$ cat config.mk
export PLATFORM = sky130hd
export DESIGN_NAME = imem_loader
export DESIGN_NICKNAME = d
export VERILOG_FILES = /design/src/rtl/imem_loader_pkg.sv /design/src/rtl/imem_word_assembler.sv /design/src/rtl/imem_loader.sv
export SDC_FILE = /design/constraint.sdc
export NUM_CORES = 1
export LEC_CHECK = 0
export CORE_MARGIN = 4
export CORE_UTILIZATION = 50
export DETAILED_ROUTE_END_ITERATION = 6
export MAX_ROUTING_LAYER = met4
export PLACE_DENSITY = 0.88
export REMOVE_ABC_BUFFERS = 1
export SETUP_SLACK_MARGIN = 0.02
export SLEW_MARGIN = 15
export SYNTH_ARGS = -nofsm -noshare
export SYNTH_HDL_FRONTEND = slang
export SYNTH_SLANG_ARGS = --single-unit
$ cat constraint.sdc
create_clock -name clk -period 6.7 [get_ports clk]
set_clock_uncertainty 0.15 [all_clocks]
set_input_delay 1.005 -clock clk [delete_from_list [all_inputs] [get_ports clk]]
set_output_delay 1.005 -clock clk [all_outputs]
set_load 0.005 [all_outputs]
$ cat src/rtl/imem_loader_pkg.sv
// Shared types and constants for the instruction-memory loader.
package imem_loader_pkg;

    localparam int unsigned WORD_W         = 32;
    localparam int unsigned BYTE_W         = 8;
    localparam int unsigned BYTES_PER_WORD = 4;
    localparam int unsigned BYTE_IDX_W     = 2;

    typedef enum logic [2:0] {
        ST_IDLE   = 3'd0,
        ST_RECV   = 3'd1,
        ST_WRITE  = 3'd2,
        ST_VERIFY = 3'd3,
        ST_DONE   = 3'd4,
        ST_ERR    = 3'd5
    } state_t;

    typedef enum logic [1:0] {
        ERR_NONE    = 2'b00,
        ERR_BAD_LEN = 2'b01,
        ERR_VERIFY  = 2'b10,
        ERR_TIMEOUT = 2'b11
    } err_code_t;

endpackage

$ cat src/rtl/imem_word_assembler.sv
// Collects four stream bytes into one little-endian 32-bit word.
module imem_word_assembler
    import imem_loader_pkg::*;
(
    input  logic              clk,
    input  logic              rst_n,
    input  logic              clear,
    input  logic              load,
    input  logic [BYTE_W-1:0] byte_in,
    output logic [WORD_W-1:0] word,
    output logic              word_full_c,
    output logic [WORD_W-1:0] word_next_c
);

    logic [BYTE_IDX_W-1:0] idx_q;
    logic [WORD_W-1:0]     word_q;

    // Word value including the byte being accepted this cycle.
    always_comb begin
        word_next_c = word_q;
        if (load) begin
            word_next_c[{idx_q, 3'b000} +: BYTE_W] = byte_in;
        end
    end

    assign word_full_c = load && (idx_q == BYTE_IDX_W'(BYTES_PER_WORD - 1));
    assign word        = word_q;

    // Byte index and word storage; index wraps to 0 after the last byte.
    always_ff @(posedge clk or negedge rst_n) begin
        if (!rst_n) begin
            idx_q  <= '0;
            word_q <= '0;
        end else if (clear) begin
            idx_q  <= '0;
            word_q <= '0;
        end else if (load) begin
            idx_q  <= idx_q + BYTE_IDX_W'(1);
            word_q <= word_next_c;
        end
    end

endmodule

$ cat src/rtl/imem_loader.sv
// Streams bytes into IMEM word slots, verifies each write, holds the core in reset while loading.
module imem_loader
    import imem_loader_pkg::*;
#(
    parameter int unsigned NUM_SLOTS      = 16,
    parameter int unsigned TIMEOUT_CYCLES = 1024
) (
    input  logic                               clk,
    input  logic                               rst_n,
    input  logic                               start,
    input  logic [$clog2(NUM_SLOTS+1)-1:0]     num_words,
    input  logic [BYTE_W-1:0]                  byte_in,
    input  logic                               byte_valid,
    output logic                               byte_ready,
    output logic [WORD_W-1:0]                  la_instruction_input,
    output logic [$clog2(NUM_SLOTS)-1:0]       la_instruction_select,
    output logic                               la_instruction_write,
    input  logic [WORD_W-1:0]                  la_instruction_read,
    output logic                               core_rst_n,
    output logic                               busy,
    output logic                               done,
    output logic                               error,
    output logic [1:0]                         error_code,
    output logic [$clog2(NUM_SLOTS+1)-1:0]     words_loaded
);

    localparam int unsigned SEL_W = $clog2(NUM_SLOTS);
    localparam int unsigned CNT_W = $clog2(NUM_SLOTS + 1);
    localparam int unsigned TO_W  = (TIMEOUT_CYCLES > 1) ? $clog2(TIMEOUT_CYCLES) : 1;

    state_t            state_q, state_d;
    logic [SEL_W-1:0]  slot_q, slot_d;
    logic [CNT_W-1:0]  num_q, num_d;
    logic [CNT_W-1:0]  words_q, words_d;
    logic [TO_W-1:0]   to_q, to_d;
    logic [WORD_W-1:0] input_q, input_d;
    logic [SEL_W-1:0]  sel_q, sel_d;
    err_code_t         code_q, code_d;
    logic              write_q, ready_q, busy_q, done_q, error_q, core_q;
    logic              write_d, ready_d, busy_d, done_d, error_d, core_d;

    logic              xfer;
    logic              asm_clear;
    logic [WORD_W-1:0] asm_word;
    logic              asm_full_c;
    logic [WORD_W-1:0] asm_next_c;

    assign xfer = byte_valid & ready_q;

    imem_word_assembler u_asm (
        .clk         (clk),
        .rst_n       (rst_n),
        .clear       (asm_clear),
        .load        (xfer),
        .byte_in     (byte_in),
        .word        (asm_word),
        .word_full_c (asm_full_c),
        .word_next_c (asm_next_c)
    );

    // Next-state, counters and next values of the registered outputs.
    always_comb begin
        state_d   = state_q;
        slot_d    = slot_q;
        num_d     = num_q;
        words_d   = words_q;
        to_d      = to_q;
        input_d   = input_q;
        sel_d     = sel_q;
        code_d    = code_q;
        asm_clear = 1'b0;

        case (state_q)
            ST_IDLE, ST_DONE, ST_ERR: begin
                if (start) begin
                    code_d  = ERR_NONE;
                    words_d = '0;
                    num_d   = num_words;
                    if (num_words > CNT_W'(NUM_SLOTS)) begin
                        state_d = ST_ERR;
                        code_d  = ERR_BAD_LEN;
                    end else if (num_words == '0) begin
                        state_d = ST_DONE;
                    end else begin
                        state_d   = ST_RECV;
                        slot_d    = '0;
                        to_d      = '0;
                        asm_clear = 1'b1;
                    end
                end
            end
            ST_RECV: begin
                if (xfer) begin
                    to_d = '0;
                    if (asm_full_c) begin
                        state_d = ST_WRITE;
                        input_d = asm_next_c;
                        sel_d   = slot_q;
                    end
                end else if (TIMEOUT_CYCLES != 0) begin
                    if (to_q == TO_W'(TIMEOUT_CYCLES - 1)) begin
                        state_d = ST_ERR;
                        code_d  = ERR_TIMEOUT;
                    end else begin
                        to_d = to_q + TO_W'(1);
                    end
                end
            end
            ST_WRITE: begin
                state_d = ST_VERIFY;
            end
            ST_VERIFY: begin
                if (la_instruction_read != asm_word) begin
                    state_d = ST_ERR;
                    code_d  = ERR_VERIFY;
                end else begin
                    words_d = words_q + CNT_W'(1);
                    if ((words_q + CNT_W'(1)) == num_q) begin
                        state_d = ST_DONE;
                    end else begin
                        state_d   = ST_RECV;
                        slot_d    = slot_q + SEL_W'(1);
                        to_d      = '0;
                        asm_clear = 1'b1;
                    end
                end
            end
            default: begin
                state_d = ST_IDLE;
            end
        endcase

        write_d = (state_d == ST_WRITE);
        ready_d = (state_d == ST_RECV);
        busy_d  = (state_d == ST_RECV) || (state_d == ST_WRITE) || (state_d == ST_VERIFY);
        done_d  = (state_d == ST_DONE);
        error_d = (state_d == ST_ERR);
        core_d  = (state_d == ST_DONE);
    end

    // State, counters and output registers.
    always_ff @(posedge clk or negedge rst_n) begin
        if (!rst_n) begin
            state_q <= ST_IDLE;
            slot_q  <= '0;
            num_q   <= '0;
            words_q <= '0;
            to_q    <= '0;
            input_q <= '0;
            sel_q   <= '0;
            code_q  <= ERR_NONE;
            write_q <= 1'b0;
            ready_q <= 1'b0;
            busy_q  <= 1'b0;
            done_q  <= 1'b0;
            error_q <= 1'b0;
            core_q  <= 1'b0;
        end else begin
            state_q <= state_d;
            slot_q  <= slot_d;
            num_q   <= num_d;
            words_q <= words_d;
            to_q    <= to_d;
            input_q <= input_d;
            sel_q   <= sel_d;
            code_q  <= code_d;
            write_q <= write_d;
            ready_q <= ready_d;
            busy_q  <= busy_d;
            done_q  <= done_d;
            error_q <= error_d;
            core_q  <= core_d;
        end
    end

    assign byte_ready            = ready_q;
    assign la_instruction_input  = input_q;
    assign la_instruction_select = sel_q;
    assign la_instruction_write  = write_q;
    assign core_rst_n            = core_q;
    assign busy                  = busy_q;
    assign done                  = done_q;
    assign error                 = error_q;
    assign error_code            = code_q;
    assign words_loaded          = words_q;

endmodule

* Word-level counts from Yosys, hierarchy flattened
Index checks and enable logic that the tools add are counted.
** Word-level totals
- Register bits :: 104
- Input bits :: 49
- Output and inout bits :: 49
** Cells by class
- Add/sub/neg operators :: 5
- Magnitude comparators :: 1
- Eq/ne operators :: 23
- Shifts and indexed selects :: 2
- Multiplexer cells :: 43
- Bitwise logic cells :: 1
- Reductions and logical operators :: 15
** Operators with widths (count)
- $mux W10 :: 7
- $mux W32 :: 2
- $bwmux W32 :: 1
- $ne A32 B32 Y1 :: 1
- $shift A8 B7 Y32 const A :: 1
- $shiftx A8 B7 Y32 :: 1
- $pmux W10 S3 :: 1
- $mux W3 :: 8
- $mux W4 :: 5
- $ne A2 B2 Y1 const B :: 8
- $eq A3 B2 Y1 const B :: 4
- $eq A3 B3 Y1 const B :: 4
- $mux W2 :: 6
- $pmux W3 S4 :: 1
- $add A10 B1 Y10 const B :: 1
- $eq A10 B10 Y1 const B :: 1
- $mux W5 :: 2
- $pmux W5 S2 :: 1
- $pmux W4 S2 :: 1
- $neg A5 Y7 :: 1
- $reduce_and A7 Y1 :: 1
- $eq A3 B1 Y1 const B :: 2
- $mux W1 :: 6
- $pmux W2 S3 :: 1
- other kinds (20) :: 23

* Longest topological paths before layout
Gate-level depths: netlist (run 1).
- Depth after elaboration :: 8
- Gate-level depth with buffers :: 9
- Mapped depth without buffers :: 9

* Hierarchy
Synthesis (run 1) repeated with hierarchy kept, for this count alone.
** Unflattened totals
- Cells, all modules :: 483
- Area, all modules :: 5375.2 µm²
** Modules (own cells, without submodules)
- imem_loader :: instances 1, cells each 323, area each 3595.9 µm², sequential area each 1751.7 µm²
- imem_word_assembler :: instances 1, cells each 160, area each 1779.2 µm², sequential area each 850.8 µm²

* Least setup slack after synthesis (run 1)
OpenSTA, ideal clock, no wires.
- Path kind :: input to register
- Start :: input port num_words[1]
- End :: register to_q[5]
- Library setup time :: 0.132 ns
- Arrival :: 2.673 ns
- Data required time :: 6.418 ns
- Setup slack :: 3.745 ns
- Stages :: 7
- Path through :: or4_1 ha_1 or3_1 o31a_1 buf_2 o21ai_0 o32ai_1
** Between the ends
- Word-level cells in the longest chain between the ends :: 3
- Elaborated cells on any way between the ends :: 5
** Ends and longest elaborated chain
- start: declaration :: RTL line imem_loader.sv:11 : input logic [$clog2(NUM_SLOTS+1)-1:0] num_words,
- $gt A5 B5 Y1 or $logic_not A5 Y1 (tied branches) :: RTL line imem_loader.sv:79, imem_loader.sv:82
- $ne A2 B2 Y1 (no line)
- $reduce_and A7 Y1 (no line) *
- end signal: assignment :: RTL line imem_loader.sv:163 : to_q <= to_d;
- end: declaration :: RTL line imem_loader.sv:35 : logic [TO_W-1:0] to_q, to_d;
Mark *: on every way between the ends. The rest lies on a longest branch, timed or not.
A chain may end at the register's enable or synchronous reset.

* Worst setup path in the final report (run 1)
- Start :: input port la_instruction_read[29]
- End :: register to_q[5]
** Between the ends
- Word-level cells in the longest chain between the ends :: 3
** Ends and longest elaborated chain
- start: declaration :: RTL line imem_loader.sv:18 : input logic [WORD_W-1:0] la_instruction_read,
- $ne A32 B32 Y1 :: RTL line imem_loader.sv:113 : if (la_instruction_read != asm_word) begin
- $ne A2 B2 Y1 (no line)
- $reduce_and A7 Y1 (no line)
Every way passes these cells.

==> results of run 1 <==
[critical path: stages]
cell             delay [ps]
clkdlybuf4s50_1         460
xnor2_1                 250
nand4_1                 190
nor4_4                  530
nand2_1                 320
nor3_4                  530
o32ai_1                 170
[metrics by stage]
stage / std cells / worst slack (ps) / hold slack, ps / util / cell area [um2]
3_3_place_gp: 758 / 3060 / 303 / 0.612 / 6350
5_1_grt: 774 / 3150 / 358 / 0.632 / 6550
3_5_place_dp: 758 / 3000 / 316 / 0.612 / 6350
6_report: 774 / 3300 / 333 / 0.632 / 6550
4_1_cts: 774 / 3350 / 340 / 0.632 / 6550
2_1_floorplan: 521 / 3710 / 280 / - / 5170
[cell families (layout without fill, tap and decap cells)]
kind of cell	Yosys count	in the layout	synth area share
flops	104	104	0.489
simple gates	200	200	0.195
mux	14	14	0.0282
compound gates	145	145	0.167
xor+xnor	38	38	0.0625
buf+inv	46	127	0.0355
fa+ha+maj	10	10	0.0235
[flip-flops by register name, indices dropped and copies added (netlist names), 2 cells and up]
| register | cells |
|---|---|
| la_instruction_input | 32 |
| u_asm.word | 32 |
| to_q | 10 |
| num_q | 5 |
| words_loaded | 5 |
| la_instruction_select | 4 |
| slot_q | 4 |
| state_q | 3 |
| error_code | 2 |
| u_asm.idx_q | 2 |
[cell type report]
type                    count  area share
clock inverters             6     0.00936
inverters                  10     0.00573
repair buffers            101       0.152
flip-flops and latches    104       0.397
clock buffers              10      0.0210
multi-input cells         407       0.388
well taps                 136      0.0260
[final timing paths]
check                                         startpoint                        to  slack [ps]
min in group asynchronous                          rst_n   la_instruction_input[1]         410
worst max register to register            u_asm.idx_q[0]             u_asm.word[3]        3630
max in group asynchronous                          rst_n                 slot_q[0]        4730
worst min register to register  la_instruction_select[3]  la_instruction_select[3]         330
worst max-delay path             la_instruction_read[29]                   to_q[5]        3300
worst min-delay path            la_instruction_select[3]  la_instruction_select[3]         330
[cells in the final DEF, fill, tap and decap left out, types with 3 or more instances in the layout]
cell type | Yosys | layout
dfrtp_1 | 104 | 104
clkdlybuf4s50_1 | 0 | 96
nand2_1 | 68 | 68
o21ai_0 | 51 | 51
nor2_1 | 44 | 44
xnor2_1 | 35 | 35
a22oi_1 | 32 | 32
a21oi_1 | 31 | 31
nor2b_1 | 25 | 25
nand3_1 | 12 | 12
nand4_1 | 11 | 11
inv_1 | 10 | 10
ha_1 | 10 | 10
clkbuf_8 | 0 | 10
mux2_2 | 8 | 8
and2_1 | 6 | 6
mux2i_1 | 6 | 6
or3_1 | 6 | 5
o22ai_1 | 5 | 5
buf_4 | 2 | 5
nand2b_1 | 4 | 4
or4_1 | 3 | 3
a31oi_1 | 3 | 3
xor2_1 | 3 | 3
[power groups by stage]
stage	Sequential, W	Combinational [W]	Clock (W)
6_report	0.000934	0.000799	0.000389
5_1_grt	0.000952	0.000877	0.000421
4_1_cts	0.000931	0.000797	0.000394
3_5_place_dp	0.000944	0.000790	0
3_3_place_gp	0.000931	0.000749	0
2_1_floorplan	0.000905	0.000481	0
[per-layer routing]
metal,track usage,up-vias,share of wire
li1,-,2100,-
met1,0.293,2221,0.40
met2,0.370,243,0.50
met3,0.0404,39,0.076
met4,0.107,0,0.032
met5,-,-,0
==> metrics, run 1 <==
Layout area overhead 23.0%; clock slew at reported path FFs 100 ps; Max Cap Viol 0; CTS Root Cell clkbuf_8; Avg WL per Cell around 18 um; ANT cells 0; initial antenna violation count 0; die height approximately 110 um; first-pass GRT wire length approximately 23 mm; Power, Total around 0.0021 W; Core ar. between 10000 and 15000 um2; Lkg Pwr 2.74 nW; R2R depth 6; count of final max-slew check failures 0; IO Port Bufs 97; DIE AREA 12400 um2; clock sinks between 100 and 150; setup violators final 0; vias in the first global route ~4.6k; Post-CTS Resized 0; power share of the sequential group 0.440; Synth top cells by count 104 x dfrtp_1, 68 x nand2_1, 51 x o21ai_0; number of synthesized register bits approximately 100; Global Route Usage Sum 0.233; data required time at the worst endpoint around 6800 ps; min-delay worst type reg2reg; DR iter-0 viols ~370; post-route ant nets 0; total of fill cells in the finished design between 800 and 900; Hold Path Depth 2; synth warn 0; ranking of synthesized cells by area dfrtp_1 49%, xnor2_1 5.8%, o21ai_0 4.8%; grt total ovfl 0; outcome completed; crit path max fanout 13; async set-reset flop share out of synthesis 1.00; Logic pwr share 0.377; DR vias/cell between 5 and 6; dpl hpwl about 10 mm; worst-margin pin slew ~1100 ps; fraction of layout cells with a size suffix above 1 0.0674; Net Sw Frac 0.376; top cell type's share of synthesized area 0.489; Post-synth EDFFs 0; syn_area_per_cell around 9.6 um2; Distinct cells, synth 58; RD Place Congestion 0.886; Top Ports about 100; final layout net count between 600 and 700; CTS tree yes; top cell type by total area after synthesis dfrtp_1; via count about 4.6k; Final Hold Vio Count 0; htree depth 3; drt total wl around 14 mm; Pint approximately 0.0013 W; period utilisation layout 0.507; register area share after synthesis 0.489; Clock Latency Late Sink ~370 ps; cell area after synthesis around 5300 um2; Setup crit end kind flop; residual DRC count 0; Worst VDD drop 0.161 mV; primary flip-flop cell chosen by synthesis mapping dfrtp_1; row count 37; setup TNS 0 ps; TritonCTS buffer count 9; Post-CTS Repair Setup Buffers 0; Initial Util 0.514; Arr. time, crit path roughly 3500 ps; Critical Path Source Type primary input; Mapped Cells approximately 560; clock period minus worst slack approximately 3400 ps; fmax between 200 and 300 MHz; most common cell in the synthesized netlist dfrtp_1; largest net degree at the start of global routing 74; drt first pass iters 5; CP Class in2reg; NetSw around 0.00080 W; PD cells about 320 nW/um2; clock network fraction of total power 0.183; RSZ-0062 raised after global routing false; Max-slew headroom 0.270; CTS Hold Bufs 0; Die X 111 um; area of the multi-input gates between 2000 and 3000 um2; Reg area approximately 2600 um2; CTS Buffer Depth 2
(Power assumes the default switching activity.)
==> run 2: changes to the inputs <==
Clock period 6.7 ns to 3.5 ns, I/O delays scaled along.
==> run 2 against run 1 <==
Sequential cell count unchanged. Via count down 0.96%. Largest power group unchanged. Global-route usage down 0.066 points. Clock power up 76%.
==> metrics, run 2 (same netlist as run 1, synthesis figures left out) <==
outcome completed; htree depth 3; setup TNS 0 ps; count of final max-slew check failures 0; die height about 110 um; Worst VDD drop around 0.29 mV; CTS tree yes; placed insts 762; Final Hold Vio Count 0; min-delay worst type in2async; Worst R2R Setup Slack about 700 ps; final layout net count around 700; most frequent cells in the layout 104 x dfrtp_1, 96 x clkdlybuf4s50_1, 68 x nand2_1, 51 x o21ai_0, 44 x nor2_1; row count 37; drt total wl around 14 mm; residual DRC count 0; Top Ports approximately 100; clock period minus worst slack between 3000 and 4000 ps; Max Cap Viol 0; Setup crit end kind flop; post-route ant nets 0; PD cells 611 nW/um2; Post-CTS Resized 0; first-pass GRT wire length 23.0 mm; CTS Root Cell clkbuf_8; ANT cells 0; CTS Hold Bufs 0; initial antenna violation count 0; DR vias/cell just under 6; clock sinks approximately 100; Core ar. approximately 10000 um2; dpl hpwl ~10 mm; non-filler instance count after layout 777; Avg WL per Cell 17.9 um; Post-CTS Repair Setup Buffers 0; commonest non-fill, non-tap cell in the layout dfrtp_1; setup violators final 0; vias in the first global route roughly 4.6k; fraction of layout cells with a size suffix above 1 0.0702; RSZ-0062 raised after global routing false; CP Class in2reg; TritonCTS buffer count 9; data required time at the worst endpoint 3630 ps; Lkg Pwr approximately 2.7 nW; fmax approximately 330 MHz; Initial Util 0.514; Max-slew headroom 0.318; clock slew at reported path FFs 110 ps; Critical Path Source Type primary input; Die X ~110 um; period utilisation layout 0.869; Clock Latency Late Sink between 300 and 400 ps; drt first pass iters 6; RD Place Congestion between 0.8 and 0.9; DIE AREA roughly 12000 um2; Layout area overhead 22.9%; DR iter-0 viols 297; crit path max fanout 13; IO Port Bufs 97; via count ~4.6k; CTS Buffer Depth 2; largest net degree at the start of global routing 93; Arr. time, crit path around 3200 ps; grt total ovfl 0; worst-margin pin slew about 1000 ps; Global Route Usage Sum 0.233
-- run 2: layer usage --
layer	wire [um]	track usage	vias up
met1	5920	0.308	2239
met5	0	-	-
li1	-	-	2111
met3	841	0.0289	35
met2	6790	0.368	174
met4	389	0.0908	0
-- run 2: critical path: stages --
cell and delay [ps]:
clkdlybuf4s50_1 480, xnor2_1 300, nand4_1 190, nor4_4 530
nand2_1 310, nor3_4 540, mux2i_1 280
-- run 2: worst paths after layout --
path	cells past startpoint	from	to
worst max-delay path	7	la_instruction_read[27]	slot_q[0]
worst min-delay path	1	rst_n	la_instruction_input[1]
worst max register to register	6	u_asm.word[27]	slot_q[0]
worst min register to register	1	to_q[4]	to_q[4]
max in group asynchronous	2	rst_n	u_asm.word[14]
min in group clk	1	to_q[4]	to_q[4]
-- run 2: power breakdown --
part / internal, W / switching (W)
registers: 0.00150 / 0.000290
clock network: 0.000259 / 0.000427
logic: 0.000746 / 0.000778
total: 0.00250 / 0.00150
-- run 2: final cells by class --
type	instances	area (um2)
flip-flops and latches	104	2600
multi-input cells	407	2540
fillers	863	3820
well taps	136	170
inverters	10	37.5
clock inverters	6	45.0
repair buffers	105	1030
clock buffers	9	124
-- run 2: stage by stage --
step | utilization | hold WS, ps | setup WS, ps | instance area, um2 | total power, W
2_1_floorplan | - | 79.4 | 867 | 5170 | 0.00265
3_3_place_gp | 0.615 | 300 | 332 | 6370 | 0.00324
3_5_place_dp | 0.615 | 317 | 226 | 6370 | 0.00332
4_1_cts | 0.631 | 267 | 497 | 6540 | 0.00399
5_1_grt | 0.631 | 127 | 420 | 6550 | 0.00425
6_report | 0.631 | 59.1 | 460 | 6550 | 0.00400
==> run 3: changes to the inputs <==
Settings changed: ABC_AREA from default to 1, CORE_MARGIN 4 to 5, CORE_UTILIZATION 50 to 48, PLACE_DENSITY 0.88 to 0.87.
Clock period 3.5 ns to 2.56 ns, I/O delays scaled along.
==> run 3 against run 2 <==
Via count is 11% higher. First-iteration DRC count up 43%. Critical path depth up 6. Total power is 69% higher. Worst setup slack worse by 150 ps.
==> metrics, run 3 <==
Pint roughly 0.0042 W; Reg area 2600 um2; vias in the first global route 5059; via count between 5k and 6k; PD cells 960 nW/um2; Mapped Cells between 700 and 800; Post-synth EDFFs 0; min-delay worst type reg2reg; setup TNS 0 ps; power share of the sequential group 0.374; CTS Root Cell clkbuf_16; Max-slew headroom 0.562; Distinct cells, synth 30; residual DRC count 0; clock slew at reported path FFs about 70 ps; outcome completed; largest net degree at the start of global routing 54; clock network fraction of total power 0.181; crit path max fanout 11; Clock Latency Late Sink 340 ps; cell area after synthesis about 5600 um2; drt total wl 13.9 mm; grt total ovfl 0; IO Port Bufs 97; CTS tree yes; top cell type's share of synthesized area 0.462; DR vias/cell just over 5; final layout net count roughly 900; post-route ant nets 0; worst hold start la_instruction_select[1]; period utilisation layout 0.880; worst-margin pin slew 656 ps; register area share after synthesis 0.462; syn_area_per_cell 7.60 um2; Avg WL per Cell about 14 um; Critical Path Source Type flop; Layout area overhead 25.2%; Worst Setup Slack, final 306 ps; Initial Util 0.491; count of final max-slew check failures 0; Synth top cells by count 242 x nand2_1, 104 x dfrtp_1, 95 x nor2_1; Worst VDD drop approximately 0.53 mV; ranking of synthesized cells by area dfrtp_1 46%, nand2_1 16%, nor2_1 6.3%; fmax around 440 MHz; async set-reset flop share out of synthesis 1.00; die height around 120 um; dpl hpwl a little over 10 mm; first-pass GRT wire length approximately 24 mm; primary flip-flop cell chosen by synthesis mapping dfrtp_1; commonest non-fill, non-tap cell in the layout nand2_1; clock sinks about 100; Post-CTS Resized 0; NetSw 0.00255 W; most common cell in the synthesized netlist nand2_1; synth warn 0; CP Class reg2reg; initial antenna violation count 0; clock period minus worst slack between 2000 and 2500 ps; drt first pass iters 5; top cell type by total area after synthesis dfrtp_1; Core ar. between 10000 and 15000 um2; data required time at the worst endpoint about 2600 ps; Logic pwr share 0.445; Die X around 120 um; ANT cells 0; setup violators final 0; RSZ-0062 raised after global routing false; Lkg Pwr approximately 3.5 nW; Final Hold Vio Count 0; RD Place Congestion 0.919; Setup crit end kind flop; htree depth 3; origin of the worst setup path words_loaded[0]; Top Ports between 90 and 100; total of fill cells in the finished design about 940; DR iter-0 viols between 400 and 500; Reg-to-Reg Start words_loaded[0]; TritonCTS buffer count 9; most frequent cells in the layout 242 x nand2_1, 104 x dfrtp_1, 96 x clkdlybuf4s50_1, 94 x nor2_1, 76 x inv_1; CTS Buffer Depth 2; Max Cap Viol 0; Global Route Usage Sum 0.211; Arr. time, crit path approximately 2300 ps; Place WS -34.9 ps; Net Sw Frac 0.376; row count 39; number of synthesized register bits about 100; area of the multi-input gates roughly 2600 um2; fraction of layout cells with a size suffix above 1 0.0724; DIE AREA 14000 um2
==> run 3: cell types whose count changed in the layout (fill, tap and decap cells not counted), moves of 11 or more <==
| cell | previous run | this run |
|---|---|---|
| nand2_1 | 68 | 242 |
| inv_1 | 10 | 76 |
| nor2_1 | 44 | 94 |
| a21oi_1 | 31 | 5 |
| nor2b_1 | 25 | 0 |
| a22oi_1 | 32 | 9 |
| nand3_1 | 12 | 30 |
| o21ai_0 | 51 | 35 |
| nor2_2 | 1 | 16 |
| o22ai_1 | 5 | 17 |
| xnor2_1 | 35 | 23 |
| inv_2 | 0 | 11 |
==> run 3: critical path: stages (launching register included) <==
cell,delay (ps)
dfrtp_1,440
ha_1,270
inv_1,70
nand2_1,60
nand2_1,80
nand2_1,50
nand2_1,50
nor2_1,30
nand2_1,100
nor2_4,50
nand2_1,340
nand2_1,110
nor2_1,240
nor2_1,90
==> run 3: area by class of cell <==
class | instances | area share
multi-input combinational | 525 | 0.363
clock inverter | 3 | 0.00301
timing repair buffer | 112 | 0.161
tap | 143 | 0.0254
inverter | 87 | 0.0463
sequential | 104 | 0.369
clock buffer | 11 | 0.0330
==> run 3: final timing paths <==
path / endpoint / slack [ps] / cells past startpoint
max: error / 310 / 13
min: la_instruction_select[1] / 320 / 2
max reg2reg: error / 310 / 13
min reg2reg: la_instruction_select[1] / 320 / 2
max in group asynchronous: error_code[1] / 1250 / 3
min in group asynchronous: la_instruction_input[18] / 340 / 2
==> run 3: what timing repair did <==
item | 4_1_cts | 5_1_grt
buffers inserted | 0 | 0
hold buffers | 1 | 0
endpoints found under the hold margin | 24 | 0
==> run 3: metal layers <==
metal | up-vias | global-route usage | wire, um
li1 | 2528 | - | -
met1 | 2301 | 0.285 | 6300
met2 | 190 | 0.325 | 6510
met3 | 35 | 0.0291 | 704
met4 | 0 | 0.0832 | 427
met5 | - | - | 0
==> run 3: power by group through the flow <==
stage | clock (W) | sequential [W] | combinational (W)
6_report | 0.00123 | 0.00254 | 0.00301
5_1_grt | 0.00130 | 0.00260 | 0.00344
4_1_cts | 0.00124 | 0.00254 | 0.00302
3_5_place_dp | 0 | 0.00256 | 0.00299
3_3_place_gp | 0 | 0.00254 | 0.00292
2_1_floorplan | 0 | 0.00255 | 0.00177
==> run 3: kinds of logic after synthesis <==
group / synth area share
adder cells (fa/ha/maj): 0.0222
AND/OR/NAND/NOR: 0.304
buffers and inverters: 0.0839
XOR/XNOR: 0.0451
AO/OA/AOI/OAI: 0.0828
flip-flops: 0.462
==> run 3: through the flow <==
step / utilization / cell area, um2 / power [W] / hold slack (ps) / instances
2_1_floorplan: - / 5490 / 0.00431 / -61.6 / 716
3_3_place_gp: 0.592 / 6790 / 0.00546 / 162 / 970
3_5_place_dp: 0.592 / 6790 / 0.00555 / 162 / 970
4_1_cts: 0.615 / 7060 / 0.00680 / 329 / 985
5_1_grt: 0.615 / 7060 / 0.00734 / 341 / 985
6_report: 0.615 / 7060 / 0.00678 / 323 / 985
